==> src/rtl/adc_capture_pkg.sv <==
// Shared constants and types for the ADC capture engine.
// Widths follow the three-decimator, two-bank 32x512 SRAM configuration.
package adc_capture_pkg;
  localparam int ADDR_W = 9;
  localparam int DATA_W = 32;
  localparam int NCH    = 3;
  localparam int CH_W   = 2;
  localparam int CNT_W  = ADDR_W + 2;

  localparam logic [3:0] WMASK_ALL = 4'hF;

  typedef enum logic [1:0] {
    ST_IDLE    = 2'd0,
    ST_ARMED   = 2'd1,
    ST_CAPTURE = 2'd2,
    ST_FLUSH   = 2'd3
  } cap_state_t;
endpackage

==> src/rtl/adc_capture_if.sv <==
// Decimator sample inputs and SRAM port-0 write signals of the capture engine.
// master = capture controller, slave = decimators/SRAM side.
interface adc_capture_if;
  import adc_capture_pkg::*;

  logic [NCH-1:0]    adc_dvalid_i;
  logic [DATA_W-1:0] adc0_dat_i;
  logic [DATA_W-1:0] adc1_dat_i;
  logic [DATA_W-1:0] adc2_dat_i;
  logic [1:0]        mem_wenb_o;
  logic [ADDR_W-1:0] mem_waddr_o;
  logic [DATA_W-1:0] mem_data_o;
  logic [3:0]        wmask_o;

  // Write strobe semantics: a write happens in the single cycle where one
  // mem_wenb_o bit is low; address, data and mask are valid only then.
  modport master (
    input  adc_dvalid_i, adc0_dat_i, adc1_dat_i, adc2_dat_i,
    output mem_wenb_o, mem_waddr_o, mem_data_o, wmask_o
  );

  modport slave (
    output adc_dvalid_i, adc0_dat_i, adc1_dat_i, adc2_dat_i,
    input  mem_wenb_o, mem_waddr_o, mem_data_o, wmask_o
  );
endinterface

==> src/rtl/adc_capture_arb.sv <==
// Per-channel 1-deep pending registers and a fixed-priority (lowest index) picker.
// A channel being granted this cycle can accept a new sample in the same cycle.
module adc_capture_arb
  import adc_capture_pkg::*;
(
  input  logic                       clk_i,
  input  logic                       rst_i,
  input  logic                       accept_i,
  input  logic [NCH-1:0]             ch_en_i,
  input  logic [NCH-1:0]             dvalid_i,
  input  logic [NCH-1:0][DATA_W-1:0] dat_i,
  output logic                       grant_o,
  output logic [CH_W-1:0]            grant_ch_o,
  output logic [DATA_W-1:0]          grant_data_o,
  output logic                       pend_any_o,
  output logic                       drop_o
);
  logic [NCH-1:0]             pend_q, pend_d;
  logic [NCH-1:0][DATA_W-1:0] data_q, data_d;
  logic [NCH-1:0]             take;

  assign take       = {NCH{accept_i}} & ch_en_i & dvalid_i;
  assign pend_any_o = |pend_q;

  // Scan from the top so the lowest pending index is the last to assign.
  always_comb begin
    grant_o      = 1'b0;
    grant_ch_o   = '0;
    grant_data_o = '0;
    for (int i = NCH - 1; i >= 0; i--) begin
      if (pend_q[i]) begin
        grant_o      = 1'b1;
        grant_ch_o   = CH_W'(i);
        grant_data_o = data_q[i];
      end
    end
  end

  always_comb begin
    pend_d = pend_q;
    data_d = data_q;
    drop_o = 1'b0;
    if (grant_o) pend_d[grant_ch_o] = 1'b0;
    for (int i = 0; i < NCH; i++) begin
      if (take[i]) begin
        if (pend_d[i]) begin
          drop_o = 1'b1;
        end else begin
          pend_d[i] = 1'b1;
          data_d[i] = dat_i[i];
        end
      end
    end
  end

  always_ff @(posedge clk_i or posedge rst_i) begin
    if (rst_i) begin
      pend_q <= '0;
      data_q <= '0;
    end else begin
      pend_q <= pend_d;
      data_q <= data_d;
    end
  end
endmodule

==> src/rtl/adc_capture_ctrl.sv <==
// Capture FSM, ping-pong bank/address counters and status flags.
// Every output, including the SRAM write strobes, comes straight from a register.
module adc_capture_ctrl
  import adc_capture_pkg::*;
(
  input  logic              wb_clk_i,
  input  logic              wb_rst_i,
  input  logic              start_i,
  input  logic              stop_i,
  input  logic [NCH-1:0]    ch_en_i,
  input  logic              continuous_i,
  input  logic [ADDR_W:0]   length_i,
  input  logic [1:0]        bank_clr_i,
  adc_capture_if.master     cap_if,
  output logic              busy_o,
  output logic [1:0]        bank_full_o,
  output logic              overflow_o,
  output logic              done_irq_o,
  output logic [CNT_W-1:0]  wr_count_o,
  output cap_state_t        dbg_state_o
);
  cap_state_t        state_q, state_d;
  logic [NCH-1:0]    ch_en_q, ch_en_d;
  logic              cont_q, cont_d;
  logic [ADDR_W-1:0] last_q, last_d;
  logic              bank_q, bank_d;
  logic [ADDR_W-1:0] addr_q, addr_d;
  logic [1:0]        full_q, full_d;
  logic              ovf_q, ovf_d;
  logic [CNT_W-1:0]  cnt_q, cnt_d;
  logic              done_q, done_d;
  logic              busy_q;
  logic [1:0]        wenb_q, wenb_d;
  logic [ADDR_W-1:0] waddr_q, waddr_d;
  logic [DATA_W-1:0] wdata_q, wdata_d;
  logic [3:0]        wmask_q, wmask_d;

  logic              accept, armed_hit, wr_ok, wr_last;
  logic              grant, pend_any, drop;
  logic [CH_W-1:0]   grant_ch;
  logic [DATA_W-1:0] grant_data;
  logic [1:0]        full_set;

  assign accept    = ((state_q == ST_ARMED) || (state_q == ST_CAPTURE)) && !stop_i;
  assign armed_hit = |(cap_if.adc_dvalid_i & ch_en_q);

  adc_capture_arb u_arb (
    .clk_i        (wb_clk_i),
    .rst_i        (wb_rst_i),
    .accept_i     (accept),
    .ch_en_i      (ch_en_q),
    .dvalid_i     (cap_if.adc_dvalid_i),
    .dat_i        ({cap_if.adc2_dat_i, cap_if.adc1_dat_i, cap_if.adc0_dat_i}),
    .grant_o      (grant),
    .grant_ch_o   (grant_ch),
    .grant_data_o (grant_data),
    .pend_any_o   (pend_any),
    .drop_o       (drop)
  );

  // A granted word aimed at a still-full bank is consumed but not written.
  assign wr_ok    = grant && !full_q[bank_q];
  assign wr_last  = (addr_q == last_q);
  assign full_set = (wr_ok && wr_last) ? (2'b01 << bank_q) : 2'b00;

  always_comb begin
    state_d = state_q;
    ch_en_d = ch_en_q;
    cont_d  = cont_q;
    last_d  = last_q;
    bank_d  = bank_q;
    addr_d  = addr_q;
    full_d  = (full_q & ~bank_clr_i) | full_set;
    ovf_d   = ovf_q | drop;
    cnt_d   = cnt_q;
    done_d  = 1'b0;
    wenb_d  = 2'b11;
    wmask_d = 4'h0;
    waddr_d = waddr_q;
    wdata_d = wdata_q;

    if (grant) begin
      if (wr_ok) begin
        wenb_d  = ~(2'b01 << bank_q);
        wmask_d = WMASK_ALL;
        waddr_d = addr_q;
        wdata_d = grant_data;
        if (cnt_q != '1) cnt_d = cnt_q + CNT_W'(1);
        if (wr_last) begin
          bank_d = ~bank_q;
          addr_d = '0;
        end else begin
          addr_d = addr_q + ADDR_W'(1);
        end
      end else begin
        ovf_d = 1'b1;
      end
    end

    case (state_q)
      ST_IDLE: begin
        if (start_i && (ch_en_i != '0)) begin
          state_d = ST_ARMED;
          ch_en_d = ch_en_i;
          cont_d  = continuous_i;
          // length 0 wraps to all-ones, i.e. a full 512-word bank
          last_d  = ADDR_W'(length_i - (ADDR_W + 1)'(1));
          ovf_d   = 1'b0;
          cnt_d   = '0;
          full_d  = 2'b00;
          bank_d  = 1'b0;
          addr_d  = '0;
        end
      end
      ST_ARMED: begin
        if (stop_i)         state_d = ST_FLUSH;
        else if (armed_hit) state_d = ST_CAPTURE;
      end
      ST_CAPTURE: begin
        if (stop_i || (wr_ok && wr_last && bank_q && !cont_q)) state_d = ST_FLUSH;
      end
      ST_FLUSH: begin
        if (!pend_any) begin
          state_d = ST_IDLE;
          done_d  = 1'b1;
        end
      end
      default: state_d = ST_IDLE;
    endcase
  end

  always_ff @(posedge wb_clk_i or posedge wb_rst_i) begin
    if (wb_rst_i) begin
      state_q <= ST_IDLE;
      ch_en_q <= '0;
      cont_q  <= 1'b0;
      last_q  <= '0;
      bank_q  <= 1'b0;
      addr_q  <= '0;
      full_q  <= 2'b00;
      ovf_q   <= 1'b0;
      cnt_q   <= '0;
      done_q  <= 1'b0;
      busy_q  <= 1'b0;
      wenb_q  <= 2'b11;
      waddr_q <= '0;
      wdata_q <= '0;
      wmask_q <= 4'h0;
    end else begin
      state_q <= state_d;
      ch_en_q <= ch_en_d;
      cont_q  <= cont_d;
      last_q  <= last_d;
      bank_q  <= bank_d;
      addr_q  <= addr_d;
      full_q  <= full_d;
      ovf_q   <= ovf_d;
      cnt_q   <= cnt_d;
      done_q  <= done_d;
      busy_q  <= (state_d != ST_IDLE);
      wenb_q  <= wenb_d;
      waddr_q <= waddr_d;
      wdata_q <= wdata_d;
      wmask_q <= wmask_d;
    end
  end

  assign cap_if.mem_wenb_o  = wenb_q;
  assign cap_if.mem_waddr_o = waddr_q;
  assign cap_if.mem_data_o  = wdata_q;
  assign cap_if.wmask_o     = wmask_q;
  assign busy_o             = busy_q;
  assign bank_full_o        = full_q;
  assign overflow_o         = ovf_q;
  assign done_irq_o         = done_q;
  assign wr_count_o         = cnt_q;
  assign dbg_state_o        = state_q;
endmodule

==> src/flat_wrapper.sv <==
// flat-port wrapper written by rule: the top's interface ports become plain ports
module adc_capture_ctrl_flat import adc_capture_pkg::*;
  (wb_clk_i, wb_rst_i, start_i, stop_i, ch_en_i, continuous_i, length_i, bank_clr_i, busy_o, bank_full_o, overflow_o, done_irq_o, wr_count_o, dbg_state_o, cap_if_adc_dvalid_i, cap_if_adc0_dat_i, cap_if_adc1_dat_i, cap_if_adc2_dat_i, cap_if_mem_wenb_o, cap_if_mem_waddr_o, cap_if_mem_data_o, cap_if_wmask_o);
  adc_capture_if cap_if_i ();
  input  logic wb_clk_i;
  input  logic wb_rst_i;
  input  logic start_i;
  input  logic stop_i;
  input  logic [NCH-1:0] ch_en_i;
  input  logic continuous_i;
  input  logic [ADDR_W:0] length_i;
  input  logic [1:0] bank_clr_i;
  output logic busy_o;
  output logic [1:0] bank_full_o;
  output logic overflow_o;
  output logic done_irq_o;
  output logic [CNT_W-1:0] wr_count_o;
  output cap_state_t dbg_state_o;
  input wire logic [$bits(cap_if_i.adc_dvalid_i)-1:0] cap_if_adc_dvalid_i;
  input wire logic [$bits(cap_if_i.adc0_dat_i)-1:0] cap_if_adc0_dat_i;
  input wire logic [$bits(cap_if_i.adc1_dat_i)-1:0] cap_if_adc1_dat_i;
  input wire logic [$bits(cap_if_i.adc2_dat_i)-1:0] cap_if_adc2_dat_i;
  output wire logic [$bits(cap_if_i.mem_wenb_o)-1:0] cap_if_mem_wenb_o;
  output wire logic [$bits(cap_if_i.mem_waddr_o)-1:0] cap_if_mem_waddr_o;
  output wire logic [$bits(cap_if_i.mem_data_o)-1:0] cap_if_mem_data_o;
  output wire logic [$bits(cap_if_i.wmask_o)-1:0] cap_if_wmask_o;
  assign cap_if_i.adc_dvalid_i = cap_if_adc_dvalid_i;
  assign cap_if_i.adc0_dat_i = cap_if_adc0_dat_i;
  assign cap_if_i.adc1_dat_i = cap_if_adc1_dat_i;
  assign cap_if_i.adc2_dat_i = cap_if_adc2_dat_i;
  assign cap_if_mem_wenb_o = cap_if_i.mem_wenb_o;
  assign cap_if_mem_waddr_o = cap_if_i.mem_waddr_o;
  assign cap_if_mem_data_o = cap_if_i.mem_data_o;
  assign cap_if_wmask_o = cap_if_i.wmask_o;
  adc_capture_ctrl u_core (.wb_clk_i(wb_clk_i), .wb_rst_i(wb_rst_i), .start_i(start_i), .stop_i(stop_i), .ch_en_i(ch_en_i), .continuous_i(continuous_i), .length_i(length_i), .bank_clr_i(bank_clr_i), .cap_if(cap_if_i), .busy_o(busy_o), .bank_full_o(bank_full_o), .overflow_o(overflow_o), .done_irq_o(done_irq_o), .wr_count_o(wr_count_o), .dbg_state_o(dbg_state_o));
endmodule
==> config.mk <==
export PLATFORM = sky130hd
export DESIGN_NAME = adc_capture_ctrl_flat
export DESIGN_NICKNAME = d
export VERILOG_FILES = /design/src/rtl/adc_capture_pkg.sv /design/src/rtl/adc_capture_if.sv /design/src/rtl/adc_capture_arb.sv /design/src/rtl/adc_capture_ctrl.sv /design/src/flat_wrapper.sv
export SDC_FILE = /design/constraint.sdc
export NUM_CORES = 1
export LEC_CHECK = 0
export CELL_PAD_IN_SITES_DETAIL_PLACEMENT = 1
export CELL_PAD_IN_SITES_GLOBAL_PLACEMENT = 1
export CORE_MARGIN = 5
export CORE_UTILIZATION = 36
export CTS_CLUSTER_SIZE = 40
export DETAILED_ROUTE_END_ITERATION = 12
export MAX_ROUTING_LAYER = met4
export PLACE_DENSITY_LB_ADDON = 0.1
export SLEW_MARGIN = 10
export SYNTH_ARGS = -nofsm -noshare
export SYNTH_HDL_FRONTEND = slang
export SYNTH_SLANG_ARGS = --single-unit
export TNS_END_PERCENT = 100
==> constraint.sdc <==
create_clock -name wb_clk_i -period 6.5 [get_ports wb_clk_i]
set_input_delay 1.95 -clock wb_clk_i [delete_from_list [all_inputs] [get_ports wb_clk_i]]
set_output_delay 1.95 -clock wb_clk_i [all_outputs]
set_load 0.005 [all_outputs]
==> results.json <==
{
  "slew_viol_final": 0,
  "overflow": 0,
  "crit_type": "in -> reg",
  "n_fill_cell": 2390,
  "worst_pin_slew_ps": 1120,
  "postCtsResizedCells": 0,
  "ys.flop_type": "dfrtp_1",
  "avgSynthCellArea_um2": 11.8,
  "rsz0062_at_grt": "no",
  "synthTopCellsByCount": "dfrtp_1 (182), mux2_2 (97), nand2_1 (95), nor2b_1 (35), o31ai_1 (34)",
  "cp-start-kind": "primary input",
  "gp_congestion": 0.791,
  "preCtsSetupSlack_ps": 2000,
  "fin_worst_skew_ps": 16.0,
  "fmax_mhz": 251,
  "worst_hold_path_type": "reg -> reg",
  "die_w_um": 161,
  "hpwl_um": 15500,
  "synth_most_common_cell": "dfrtp_1",
  "synth_top_area_frac": 0.554,
  "hold_slack_ps": 475,
  "ctsHoldBuffers": 0,
  "p_leak_nw": 4.45,
  "synth_area_leaders": "dfrtp_1 (55%), mux2_2 (13%), nand2_1 (4.3%)",
  "cp_max_fo": 33,
  "totalNegativeSetupSlack_ps": 0,
  "power.ir.vdd_worst_mv": 0.180,
  "synth_top_area_cell": "dfrtp_1",
  "wire_per_inst_um": 20.0,
  "fin_crit_ps": 3990,
  "ys_seq_area_frac": 0.561,
  "slew_headroom": 0.255,
  "cts_buffers": 17,
  "outcome": "finished clean",
  "multi_input_area_um2": 3390,
  "cap_viol_max_count": 0,
  "wirelength_um": 23000,
  "antenna_found_initial": 1,
  "htree_levels": 4,
  "final-setup-viol-count": 0,
  "final_hold_viol_count": 0,
  "finalWorstSetupSlack_ps": 2520,
  "drive_gt1_frac": 0.175,
  "postRouteAntennaNets": 0,
  "drcViolationCount": 0,
  "synthArstFlopShare": 1.00,
  "syn-num-nets": 822,
  "grt_usage": 0.186,
  "powerDensity_nw_per_um2": 379,
  "io_pins": 184,
  "required_ps": 6790,
  "postPlaceCellArea_um2": 10200,
  "grt_max_degree": 185,
  "postSynthCellCount": 695,
  "path_clk_slew_ps": 70,
  "portBuffers": 182,
  "clk_path_buf_depth": 2,
  "cts_setup_buffers": 0,
  "die_area_um2": 25900,
  "cts_tree": "done",
  "rows": 55,
  "dr_total_vias": 6036,
  "arrival_ps": 4280,
  "cp-end-kind": "flip-flop",
  "clockRootBuffer": "clkbuf_16",
  "dr.first_iter.drc_count": 244,
  "synth_seq_cells": 184,
  "insertion_delay_ps": 430,
  "viasPerCell": 5.25,
  "area_delta_synth_final_pct": 31.2,
  "synth-warning-count": 0,
  "fin_crit_sh": 0.613,
  "mappedNetlistArea_um2": 8220,
  "fin_nets": 980,
  "power.total_mw": 4.08,
  "start_util": 0.364,
  "grt_pass1_wl_um": 37300,
  "grt_pass1_vias": 6899,
  "fin_area_um2": 10800,
  "ys_types": 56,
  "cts_sinks": 184,
  "core-area_um2": 22600,
  "drtPass1Iterations": 4,
  "synth_edf_count": 0,
  "die_y_um": 161,
  "seq_area_um2": 4610
}
## critical path, stage by stage
cell,delay [ps]
clkdlybuf4s50_1,460
nor2b_1,350
nand3_2,890
mux2_2,620
## state kept, by name (all words and copies together), names as in the netlist
signal,cells
u_core.overflow_o,1
u_core.u_arb.data_q,96
u_core.wr_count_o,11
u_core.cap_if.mem_waddr_o,9
u_core.bank_q,1
u_core.cap_if.wmask_o,1
u_core.ch_en_q,3
u_core.busy_o,1
u_core.last_q,9
u_core.cap_if.mem_data_o,32
u_core.dbg_state_o,2
u_core.addr_q,9
u_core.cont_q,1
u_core.bank_full_o,2
u_core.u_arb.pend_q,3
u_core.done_irq_o,1
u_core.cap_if.mem_wenb_o,2
## stage by stage
step	instances	util
2_1_floorplan	695	-
3_5_place_dp	1119	0.454
6_report	1150	0.478
3_3_place_gp	1119	0.454
5_1_grt	1150	0.478
4_1_cts	1149	0.478
## cell usage in the layout (no fill, tap or decap), types with 3 or more instances in the layout
| cell type | synthesis | routed |
|---|---|---|
| a21oi_1 | 17 | 17 |
| a221oi_1 | 31 | 31 |
| and2_1 | 4 | 4 |
| clkbuf_16 | 0 | 17 |
| clkdlybuf4s50_1 | 0 | 182 |
| clkinv_4 | 0 | 3 |
| clkinvlp_4 | 0 | 4 |
| dfrtp_1 | 182 | 180 |
| ha_1 | 8 | 8 |
| inv_1 | 8 | 7 |
| inv_6 | 0 | 4 |
| mux2_2 | 97 | 97 |
| mux2i_1 | 3 | 3 |
| nand2_1 | 95 | 93 |
| nand2b_1 | 3 | 3 |
| nand3_1 | 18 | 16 |
| nand4_1 | 5 | 5 |
| nor2_1 | 10 | 10 |
| nor2b_1 | 35 | 34 |
| nor3_1 | 11 | 11 |
| nor4_1 | 5 | 5 |
| o21ai_0 | 13 | 13 |
| o31ai_1 | 34 | 34 |
| or3_1 | 4 | 4 |
| or4_1 | 6 | 6 |
| xnor2_1 | 19 | 19 |
| xor2_1 | 3 | 3 |
## where the power goes
group / leakage, nW / internal [mW] / switching [mW]
Clock: 0.255 / 0.501 / 0.461
Combinational: 1.86 / 0.678 / 0.576
Sequential: 2.34 / 1.58 / 0.287
Total: 4.45 / 2.76 / 1.32
## final timing paths
check | slack, ps | end | startpoint | cells past startpoint
max | 2520 | u_core.u_arb.data_q[24] | stop_i | 4
min | 480 | u_core.cap_if.mem_waddr_o[2] | u_core.cap_if.mem_waddr_o[2] | 2
max reg2reg | 3410 | u_core.addr_q[8] | u_core.u_arb.pend_q[1] | 4
min reg2reg | 480 | u_core.cap_if.mem_waddr_o[2] | u_core.cap_if.mem_waddr_o[2] | 2
max in group asynchronous | 3450 | u_core.u_arb.pend_q[0] | wb_rst_i | 3
min in group asynchronous | 2080 | u_core.busy_o | wb_rst_i | 3
## layout make-up
cell class,count,share of cell area
sequential,184,0.428
multi-input combinational,456,0.314
timing repair buffer,185,0.172
clock buffer,18,0.0407
tap,285,0.0331
clock inverter,12,0.00870
inverter,9,0.00348
antenna,1,0.000232
## kinds of logic after synthesis
| logic type | after synthesis | share of synthesized area |
|---|---|---|
| AND/OR/NAND/NOR | 213 | 0.133 |
| flip-flops | 184 | 0.561 |
| AO/OA/AOI/OAI | 112 | 0.100 |
| multiplexers | 101 | 0.139 |
| buffers and inverters | 55 | 0.0308 |
| XOR/XNOR | 22 | 0.0234 |
| adder cells (fa/ha/maj) | 8 | 0.0122 |
## layer usage
layer | global-route usage | share of wire | wire length, um
met1 | 0.219 | 0.42 | 9740
met2 | 0.320 | 0.52 | 11900
met3 | 0.0523 | 0.049 | 1120
met4 | 0.0399 | 0.0086 | 197
met5 | - | 0 | 0
Note: power is estimated with default switching activity, not from simulation.
